## config.mk

```make
export PLATFORM = sky130hd
export DESIGN_NAME = rv32_m_dispatch
export DESIGN_NICKNAME = d
export VERILOG_FILES = /design/src/rtl/rv32_m_pkg.sv /design/src/rtl/rv32_m_result_cache.sv /design/src/rtl/rv32_m_dispatch.sv
export SDC_FILE = /design/constraint.sdc
export NUM_CORES = 1
export LEC_CHECK = 0
export CAP_MARGIN = 5
export CORE_MARGIN = 2
export CORE_UTILIZATION = 56
export DETAILED_ROUTE_END_ITERATION = 6
export PLACE_DENSITY = 0.86
export SYNTH_ARGS = -nofsm -noshare
export SYNTH_HDL_FRONTEND = slang
export SYNTH_SLANG_ARGS = --single-unit
```

## constraint.sdc

```tcl
create_clock -name i_clk -period 4.1 [get_ports i_clk]
set_input_delay 0.41 -clock i_clk [delete_from_list [all_inputs] [get_ports i_clk]]
set_output_delay 0.41 -clock i_clk [all_outputs]
set_load 0.1 [all_outputs]
```

## src/rtl/rv32_m_pkg.sv

```systemverilog
// rv32_m_pkg
// Shared types for the M-extension dispatch slice: FSM state encoding,
// funct3 codes for MUL..REMU, and the operation tuple used as the result
// cache key.
// XLEN follows the core-wide define and falls back to 32 when the core
// header has not been pulled in ahead of this package.

`ifndef XLEN
`define XLEN 32
`endif

package rv32_m_pkg;

  localparam int XLEN_DEF = `XLEN;

  typedef enum logic [2:0] {
    IDLE  = 3'd0,
    ISSUE = 3'd1,
    WAIT  = 3'd2,
    DONE  = 3'd3,
    DRAIN = 3'd4
  } m_state_e;

  localparam logic [2:0] F3_MUL    = 3'b000;
  localparam logic [2:0] F3_MULH   = 3'b001;
  localparam logic [2:0] F3_MULHSU = 3'b010;
  localparam logic [2:0] F3_MULHU  = 3'b011;
  localparam logic [2:0] F3_DIV    = 3'b100;
  localparam logic [2:0] F3_DIVU   = 3'b101;
  localparam logic [2:0] F3_REM    = 3'b110;
  localparam logic [2:0] F3_REMU   = 3'b111;

  // Operation identity: two operands plus funct3 uniquely determine a result
  typedef struct packed {
    logic [XLEN_DEF-1:0] rs1;
    logic [XLEN_DEF-1:0] rs2;
    logic [2:0]          f3;
  } m_op_t;

endpackage

```

## src/rtl/rv32_m_result_cache.sv

```systemverilog
// rv32_m_result_cache
// Single-entry memo of the last completed M operation and its result.
// Ports:
//   i_clk, i_rst     clock, synchronous active-high reset (invalidates entry)
//   i_lookup_op      operation being requested this cycle
//   i_upd            store i_upd_op / i_upd_data as the new entry
//   o_hit            entry valid and matches i_lookup_op (forced 0 if CACHE_EN=0)
//   o_data           cached result

module rv32_m_result_cache
  import rv32_m_pkg::*;
#(
  parameter int XLEN     = XLEN_DEF,
  parameter int CACHE_EN = 1
) (
  input  logic            i_clk,
  input  logic            i_rst,
  input  m_op_t           i_lookup_op,
  input  logic            i_upd,
  input  m_op_t           i_upd_op,
  input  logic [XLEN-1:0] i_upd_data,
  output logic            o_hit,
  output logic [XLEN-1:0] o_data
);

  logic            valid_q;
  m_op_t           op_q;
  logic [XLEN-1:0] data_q;

  // The entry is overwritten on every completed operation; reset only needs
  // to drop the valid bit, but clearing the key and data keeps the entry
  // deterministic.
  always_ff @(posedge i_clk) begin
    if (i_rst) begin
      valid_q <= 1'b0;
      op_q    <= '0;
      data_q  <= '0;
    end else if (i_upd) begin
      valid_q <= 1'b1;
      op_q    <= i_upd_op;
      data_q  <= i_upd_data;
    end
  end

  assign o_hit  = (CACHE_EN != 0) && valid_q && (i_lookup_op == op_q);
  assign o_data = data_q;

endmodule

```

## src/rtl/rv32_m_dispatch.sv

```systemverilog
// rv32_m_dispatch
// Issue/writeback stage between the execute stage and the external M unit.
// Captures a request, issues a single enable pulse, stalls the core until the
// result returns, and writes it back with rd. A last-result cache lets a
// repeated operation skip the M unit, a flush drains any in-flight result, and
// a watchdog abandons an operation the M unit never acknowledges.
// Ports:
//   i_clk, i_rst                  clock, synchronous active-high reset
//   i_req, i_rs1, i_rs2, i_f3, i_rd  core request (held while o_stall=1)
//   i_flush                       kill the in-flight request
//   o_stall                       core must hold its request
//   o_wb_en, o_wb_rd, o_wb_data   writeback strobe, register and data
//   o_err                         one-cycle pulse when the watchdog fires
//   o_m_en, o_m_rs1, o_m_rs2, o_m_f3  issue interface to the M unit
//   i_m_res, i_m_ack              M unit result and completion pulse

module rv32_m_dispatch
  import rv32_m_pkg::*;
#(
  parameter int XLEN           = XLEN_DEF,
  parameter int TIMEOUT_CYCLES = 64,
  parameter int CACHE_EN       = 1
) (
  input  logic            i_clk,
  input  logic            i_rst,
  input  logic            i_req,
  input  logic [XLEN-1:0] i_rs1,
  input  logic [XLEN-1:0] i_rs2,
  input  logic [2:0]      i_f3,
  input  logic [4:0]      i_rd,
  input  logic            i_flush,
  output logic            o_stall,
  output logic            o_wb_en,
  output logic [4:0]      o_wb_rd,
  output logic [XLEN-1:0] o_wb_data,
  output logic            o_err,
  output logic            o_m_en,
  output logic [XLEN-1:0] o_m_rs1,
  output logic [XLEN-1:0] o_m_rs2,
  output logic [2:0]      o_m_f3,
  input  logic [XLEN-1:0] i_m_res,
  input  logic            i_m_ack
);

  localparam int              CNT_W    = $clog2(TIMEOUT_CYCLES + 1);
  localparam logic [CNT_W-1:0] CNT_LAST = CNT_W'(TIMEOUT_CYCLES - 1);

  m_state_e         state_q;
  logic [CNT_W-1:0] cnt_q;
  logic [4:0]       wb_rd_q;
  logic [XLEN-1:0]  wb_data_q;

  m_op_t            lookup_op;
  m_op_t            cur_op;
  logic             cache_hit;
  logic             cache_upd;
  logic [XLEN-1:0]  cache_data;
  logic             timeout;

  assign lookup_op = '{rs1: i_rs1, rs2: i_rs2, f3: i_f3};
  assign cur_op    = '{rs1: o_m_rs1, rs2: o_m_rs2, f3: o_m_f3};

  // Watchdog fires on the last allowed waiting cycle; an ack in that same
  // cycle takes priority so a just-in-time result is never thrown away.
  assign timeout = ((state_q == WAIT) || (state_q == DRAIN)) &&
                   (cnt_q == CNT_LAST) && !i_m_ack;

  // Only a result that will actually be written back is worth remembering.
  assign cache_upd = (state_q == WAIT) && i_m_ack && !i_flush;

  rv32_m_result_cache #(
    .XLEN     (XLEN),
    .CACHE_EN (CACHE_EN)
  ) u_cache (
    .i_clk       (i_clk),
    .i_rst       (i_rst),
    .i_lookup_op (lookup_op),
    .i_upd       (cache_upd),
    .i_upd_op    (cur_op),
    .i_upd_data  (i_m_res),
    .o_hit       (cache_hit),
    .o_data      (cache_data)
  );

  // Strobes are decoded from state; gating with i_rst keeps a reset that lands
  // mid-operation from leaking a final pulse in the reset cycle itself.
  assign o_stall   = i_req && (state_q != DONE);
  assign o_m_en    = (state_q == ISSUE) && !i_flush && !i_rst;
  assign o_wb_en   = (state_q == DONE) && !i_flush && !i_rst;
  assign o_err     = timeout && !i_rst;
  assign o_wb_rd   = wb_rd_q;
  assign o_wb_data = wb_data_q;

  // Main sequencer. The o_m_* operand registers load only on a cache miss in
  // IDLE so the M unit sees stable operands from issue through its ack, even
  // if the core is flushed and starts presenting a different request.
  always_ff @(posedge i_clk) begin
    if (i_rst) begin
      state_q   <= IDLE;
      cnt_q     <= '0;
      wb_rd_q   <= '0;
      wb_data_q <= '0;
      o_m_rs1   <= '0;
      o_m_rs2   <= '0;
      o_m_f3    <= '0;
    end else begin
      case (state_q)
        IDLE: begin
          if (i_req && !i_flush) begin
            wb_rd_q <= i_rd;
            if (cache_hit) begin
              wb_data_q <= cache_data;
              state_q   <= DONE;
            end else begin
              o_m_rs1 <= i_rs1;
              o_m_rs2 <= i_rs2;
              o_m_f3  <= i_f3;
              state_q <= ISSUE;
            end
          end
        end
        ISSUE: begin
          cnt_q   <= '0;
          state_q <= i_flush ? IDLE : WAIT;
        end
        WAIT: begin
          if (i_m_ack) begin
            if (i_flush) begin
              state_q <= IDLE;
            end else begin
              wb_data_q <= i_m_res;
              state_q   <= DONE;
            end
          end else if (timeout) begin
            state_q <= IDLE;
          end else begin
            // The watchdog keeps counting across a flush into DRAIN so the
            // total time spent waiting on one issue stays bounded.
            cnt_q <= cnt_q + CNT_W'(1);
            if (i_flush) state_q <= DRAIN;
          end
        end
        DRAIN: begin
          if (i_m_ack || timeout) begin
            state_q <= IDLE;
          end else begin
            cnt_q <= cnt_q + CNT_W'(1);
          end
        end
        DONE: begin
          state_q <= IDLE;
        end
        default: begin
          state_q <= IDLE;
        end
      endcase
    end
  end

endmodule
```

Word level (Yosys, flattened, before mapping)
Cells that the tools add are included.
{"block": "totals", "input_bits": 109, "ram_bits": 0, "output_inout_bits": 108, "ff_bits": 214, "mem_bits_ro": 0, "latch_bits": 0, "mem_count": 0, "word_cells": 73}
{"block": "classes", "shifts": 0, "reduce_logical": 25, "div": 0, "n_eq_ne": 16, "n_lt_le_gt_ge": 0, "n_bitwise": 1, "mul": 0, "mux": 18, "add_sub_neg": 1}
{"operator": "$mux W32", "n": 4}
{"operator": "$eq A67 B67 Y1", "n": 1}
{"operator": "$pmux W32 S2", "n": 1}
{"operator": "$mux W7", "n": 3}
{"operator": "$pmux W7 S3", "n": 1}
{"operator": "$mux W3", "n": 5}
{"operator": "$ne A2 B2 Y1 const B", "n": 7}
{"operator": "$logic_and A1 B1 Y1", "n": 12}
{"operator": "$pmux W3 S4", "n": 1}
{"operator": "$add A7 B1 Y7 const B", "n": 1}
{"operator": "$eq A7 B6 Y1 const B", "n": 1}
{"operator": "$eq A3 B2 Y1 const B", "n": 2}
{"operator": "$mux W2", "n": 3}
{"operator": "$reduce_and A3 Y1", "n": 2}
{"operator": "$reduce_and A5 Y1", "n": 1}
{"operator": "$ne A4 B4 Y1 const B", "n": 1}
{"operator": "$reduce_and A4 Y1", "n": 1}
{"operator": "$eq A3 B1 Y1 const B", "n": 1}
{"operator": "$eq A3 B3 Y1 const B", "n": 1}
{"operator": "$logic_not A1 Y1", "n": 3}
{"operator": "$logic_not A3 Y1", "n": 1}
{"operator": "$ne A3 B2 Y1 const B", "n": 1}
{"operator": "$reduce_bool A3 Y1", "n": 1}
{"operator": "$logic_or A1 B1 Y1", "n": 2}
{"operator": "4 further kinds", "n": 4}

Longest topological paths before layout
{"block": "logic_depth", "word_depth": 7, "ltp_mapped": 9, "mapped_depth_nobuf": 7}

Modules after synthesis
From an unflattened synthesis, not the netlist that was laid out.
{"block": "unflattened", "cells_unflattened": 961, "area_unflattened_um2": 8772.2}
{"mod": "rv32_m_dispatch", "cells_per_inst": 528, "area_per_inst_um2": 4488.1, "n_inst": 1, "seq_area_each_um2": 2282.2}
{"mod": "rv32_m_result_cache", "cells_per_inst": 433, "area_per_inst_um2": 4284.1, "n_inst": 1, "seq_area_each_um2": 2001.9}

Worst setup path after synthesis
OpenSTA, ideal clock, no wires.
{"block": "synth_path", "path_kind": "input-to-output", "startpoint": "input i_rst", "endpoint": "output o_wb_en", "stages": 4, "n_path_buf": 3, "path_slack_ns": -0.091, "t_arrival_ns": 3.781, "required_time_ns": 3.690, "cell_sequence": "clkbuf_1 clkbuf_1 clkbuf_1 nor4_1"}
{"block": "synth_between", "elab_chain_cells": 2}
{"item": "start, declared", "line_no": "rv32_m_dispatch.sv:25", "text": "input logic i_rst,"}
{"item": "$logic_not A1 Y1", "line_no": "rv32_m_dispatch.sv:89", "text": "assign o_wb_en = (state_q == DONE) && !i_flush && !i_rst;"}
{"item": "$logic_and A1 B1 Y1", "line_no": "rv32_m_dispatch.sv:89"}
{"item": "end, declared", "line_no": "rv32_m_dispatch.sv:33", "text": "output logic o_wb_en,"}
No other way between the ends.

Worst setup path in the final report
{"block": "layout_path", "startpoint": "register state_q[0]", "endpoint": "output o_stall"}
{"block": "layout_between", "elab_chain_cells": 2}
{"item": "start, declared", "line_no": "rv32_m_dispatch.sv:48", "text": "m_state_e state_q;"}
{"item": "start signal, assigned", "line_no": "rv32_m_dispatch.sv:124", "text": "state_q <= i_flush ? IDLE : WAIT;"}
{"item": "$ne A3 B2 Y1", "line_no": "rv32_m_dispatch.sv:87", "text": "assign o_stall = i_req && (state_q != DONE);"}
{"item": "$logic_and A1 B1 Y1", "line_no": "rv32_m_dispatch.sv:87"}
{"item": "end, declared", "line_no": "rv32_m_dispatch.sv:32", "text": "output logic o_stall,"}
No other way between the ends.

==> summary by stage <==
Timing
The clock skew after layout is 0.007942 ns. Setup repair after global routing left no endpoint under its margin. Setup slack on the critical path of the routed design comes to 1.219 ns. The worst pin sits at a relative slew slack of 28.75%.

The setup violation total in the final timing report is 0. The number of max-slew violations in the final report is 0. The final cycle utilization of the critical path is 70.26%. The maximum clock frequency is 347.2 MHz. The measured slew at the worst slew-check pin is 1.065 ns. The total negative slack is 0 ns.

The post-layout minimum cycle time is 2.881 ns. The final count of hold timing violations is 0.

Route
The detailed-route via count is 10,580. Dividing the detail-routed wire length by the instance count gives 19.70 µm. In this run, the number of DRC markers left after iteration 0 of detailed routing was 1,204. After detailed routing, the total wire length is 32.95 mm. The via-per-instance ratio is 6.330.

The number of detailed-route iterations in the first pass is 6. The count of nets left with antenna violations after detail routing is 0. The DRC violations left is 0.

Flow run
The tool flagged a number of max-cap violations equal to 0.

Layout
Cells fill 72.08% of the core in the end. After the flow finishes, the layout carries non-filler instances totaling 1,672. At the end of the flow, the number of nets in the layout was 1,498.

Cells with a size suffix above 1 make up 7.610% of the layout. The post-synthesis to final-layout area growth is 26.87%. Counting the fill cells in the layout gives 1,515.

After routing the design area is 13,980 µm².

Placed design
The instance count after placement with tap cells included is 1,627. The placer congestion estimate is 0.8417. The total cell area at the placement stage is 13,190 µm². In this run the tool buffered the top-level ports with 216 buffer cells.

After legalization and detailed placement, the total HPWL measured 20.46 mm. The pre-CTS setup slack is 0.8847 ns.

Global routing
The wire length of the first global-routing pass is 50.96 mm. Summed over all layers, the global routing overflow is 0. The met3 usage in global routing is 5.199%.

The met1 capacity usage during global routing is 41.27%. The pin count of the biggest net entering global routing is 181. The most congested layer reported by global routing is met2. The all-layer global routing usage is 30.20%. The via count of the first global-routing pass is 9,526.

The initial antenna violation count is 1. The met2 layer usage reported by global route is 49.09%.

Floorplan
The starting density of the core is 56.82%. During I/O placement, the number of pins put on the boundary was 217. The cell row count is 51. The die width is 144.3 µm. The area of the die is 20,820 µm². The vertical die dimension is 144.3 µm.

The total area inside the core boundary comes to 19,400 µm².

Clock tree
The total of cells resized after clock tree synthesis is 0. The clock passes through at most 3 buffers. The clock transition at the registers of the reported paths is 0.06 ns. In this run the number of H-tree levels came out at 1.

After clock tree synthesis, the flow added hold-fix buffers numbering 0. The buffer cell driving the clock tree root is clkbuf_16. Counting the buffers created by CTS gives 24. The number of setup buffers added after CTS is 0. The insertion delay to the later sink of the worst-skew pair is 0.51 ns.

TritonCTS built the clock tree. The sink count of the clock tree is 214.

Critical path
The endpoint type of the worst setup path is a primary output. The worst register-to-register path has a setup slack of 1.46 ns. The highest net fanout along the worst path is 13. The count of cells along the worst register-to-register path is 7. The cell at the slowest stage of the critical path is clkdlybuf4s50_1. The endpoint identified for the worst register-to-register timing path is o_wb_data[0]. The largest single stage delay on the critical path is 0.96 ns.

By startpoint and endpoint, the worst setup path is classified as reg -> out. The worst setup path is launched from a register. The data arrival time at the worst-slack endpoint is 2.47 ns. The required arrival time at the worst endpoint is 3.69 ns. The worst register-to-register path begins at u_cache.op_q[29].

Traced cell by cell, the critical path runs through nand2_1, o21a_1, clkdlybuf4s50_1.

Synthesis
The synthesized design contains 0 enable-type register cells. The most frequent cell after synthesis is dfxtp_1. The post-synthesis cell area is 11,020 µm². The total of flip-flops plus latches after synthesis is 214. The fraction of the yosys area taken by sequential cells is 38.87%.

The share of synthesized cell area in full adder, half adder and majority cells is 0.1135%. After synthesis, the largest family of logic cells by area is simple AND/OR/NAND/NOR gates. The post-synthesis net count is 1,377. The average cell area after synthesis is 8.699 µm².

The share of Yosys cell area claimed by the top area cell type is 38.87%. The count of distinct cell types in the synthesized netlist is 48. During synthesis, Yosys emitted a total of 0 warnings. Summing the areas of all xor and xnor instances in the mapped netlist gives 4.529% of the synthesized area. The most used flip-flop cell after synthesis is dfxtp_1. After synthesis, the share of cell area in mux cells is 3.088%.

After synthesis, the share of flip-flops with an asynchronous set or reset is 0%. The complex-gate fraction of the synthesized area is 12.06%. The biggest area contributor in the post-synthesis netlist is dfxtp_1.

By area the synthesized netlist is led by dfxtp_1, nand4b_1, nand2_1, a21oi_1, nand3b_1. Summing the areas of all and, or, nand and nor instances in the mapped netlist gives 35.71% of the synthesized area. By count the netlist is led by dfxtp_1, nand2_1, nand4b_1, clkbuf_1, a21oi_1.

Counting every instance in the synthesized netlist gives 1,267.

Outcome
The run finished with clean final reports.

Power and ir drop
The power density normalized to cell area is 383.3 nW/µm². The worst-case IR drop observed on VDD is 0.0003067 V. Summed over all cells, the static leakage comes to 4.322 nW.

Worst hold path
The launch point of the worst hold path is i_rd[0]. For hold timing, the worst endpoint is o_wb_rd[0]. The kind of path behind the tightest hold check is in -> reg.

The number of cells traversed by the worst hold path is 3.
## final cells by class
cell class                      instances  area (µm²)  share of cell area [%]
Antenna cell                            1       2.502                 0.01790
Clock buffer                           32       691.9                   4.948
Clock inverter                         12       97.59                  0.6979
Tap cell                              265       331.6                   2.371
Timing Repair Buffer                  234        2382                   17.04
Sequential cell                       214        4284                   30.64
Multi-Input combinational cell        905        6160                   44.05
Inverter                                9       33.78                  0.2416
## per-stage QoR
step	total power, W	hold slack, ns
final	0.005360	0.4490
after global routing	0.005499	0.4698
after CTS	0.005358	0.4465
after detailed placement	0.003266	0.4467
after global placement	0.003255	0.4403
after floorplan	0.002927	0.4332
## layer usage
| metal | wire [µm] | vias to the layer above |
|---|---|---|
| met5 | 0 | - |
| met4 | 827 | 0 |
| met3 | 2721 | 51 |
| met2 | 15600 | 457 |
| met1 | 13800 | 5149 |
| li1 | - | 4926 |
## power breakdown
part | switching [W] | leakage, nW | internal (W) | total, W
clock network | 0.000876 | 0.379 | 0.00125 | 0.00213
logic | 0.000699 | 2.21 | 0.000312 | 0.00101
registers | 0.0000762 | 1.74 | 0.00214 | 0.00222
total | 0.00165 | 4.32 | 0.00371 | 0.00536
## registers in the layout, indices dropped and copies added (netlist names)
name	cells
u_cache.o_data	32
o_m_rs1	32
u_cache.valid_q	1
u_cache.op_q	67
o_m_f3	3
o_wb_data	32
o_wb_rd	5
state_q	3
o_m_rs2	32
cnt_q	7
## cell families after synthesis
family | count (synthesis)
flops | 214
buf+inv | 148
xor+xnor | 57
simple gates | 624
compound gates | 189
fa+ha+maj | 1
mux | 34
## cells in the final DEF, fill, tap and decap left out, types with 14 or more instances in the layout
master           instances
nor2_1                  14
nand4b_1               189
nand2_1                213
xnor2_1                 44
nand3b_1                68
a211oi_1                36
a21oi_1                105
mux2i_1                 34
clkbuf_16               25
buf_4                   14
nand4_1                 81
clkdlybuf4s50_1        212
a211oi_2                30
dfxtp_1                214
## worst max-delay path, delay by kind of cell (launching register included)
family	cells	cell delay, ns
buf+inv	1	0.96
flops	1	0.64
simple gates	1	0.16
compound gates	1	0.20
## how the worst max path moves through the flow
stage	cells past startpoint	end	from
finish	3	o_stall	state_q[0]
global route	8	o_m_rs2[12]	i_rs2[1]
CTS	3	o_stall	state_q[0]
detailed placement	8	o_wb_data[0]	i_rs2[1]
global placement	8	o_m_rs2[26]	i_rs2[1]
floorplan	4	o_err	i_rst
(Power assumes the default switching activity.)
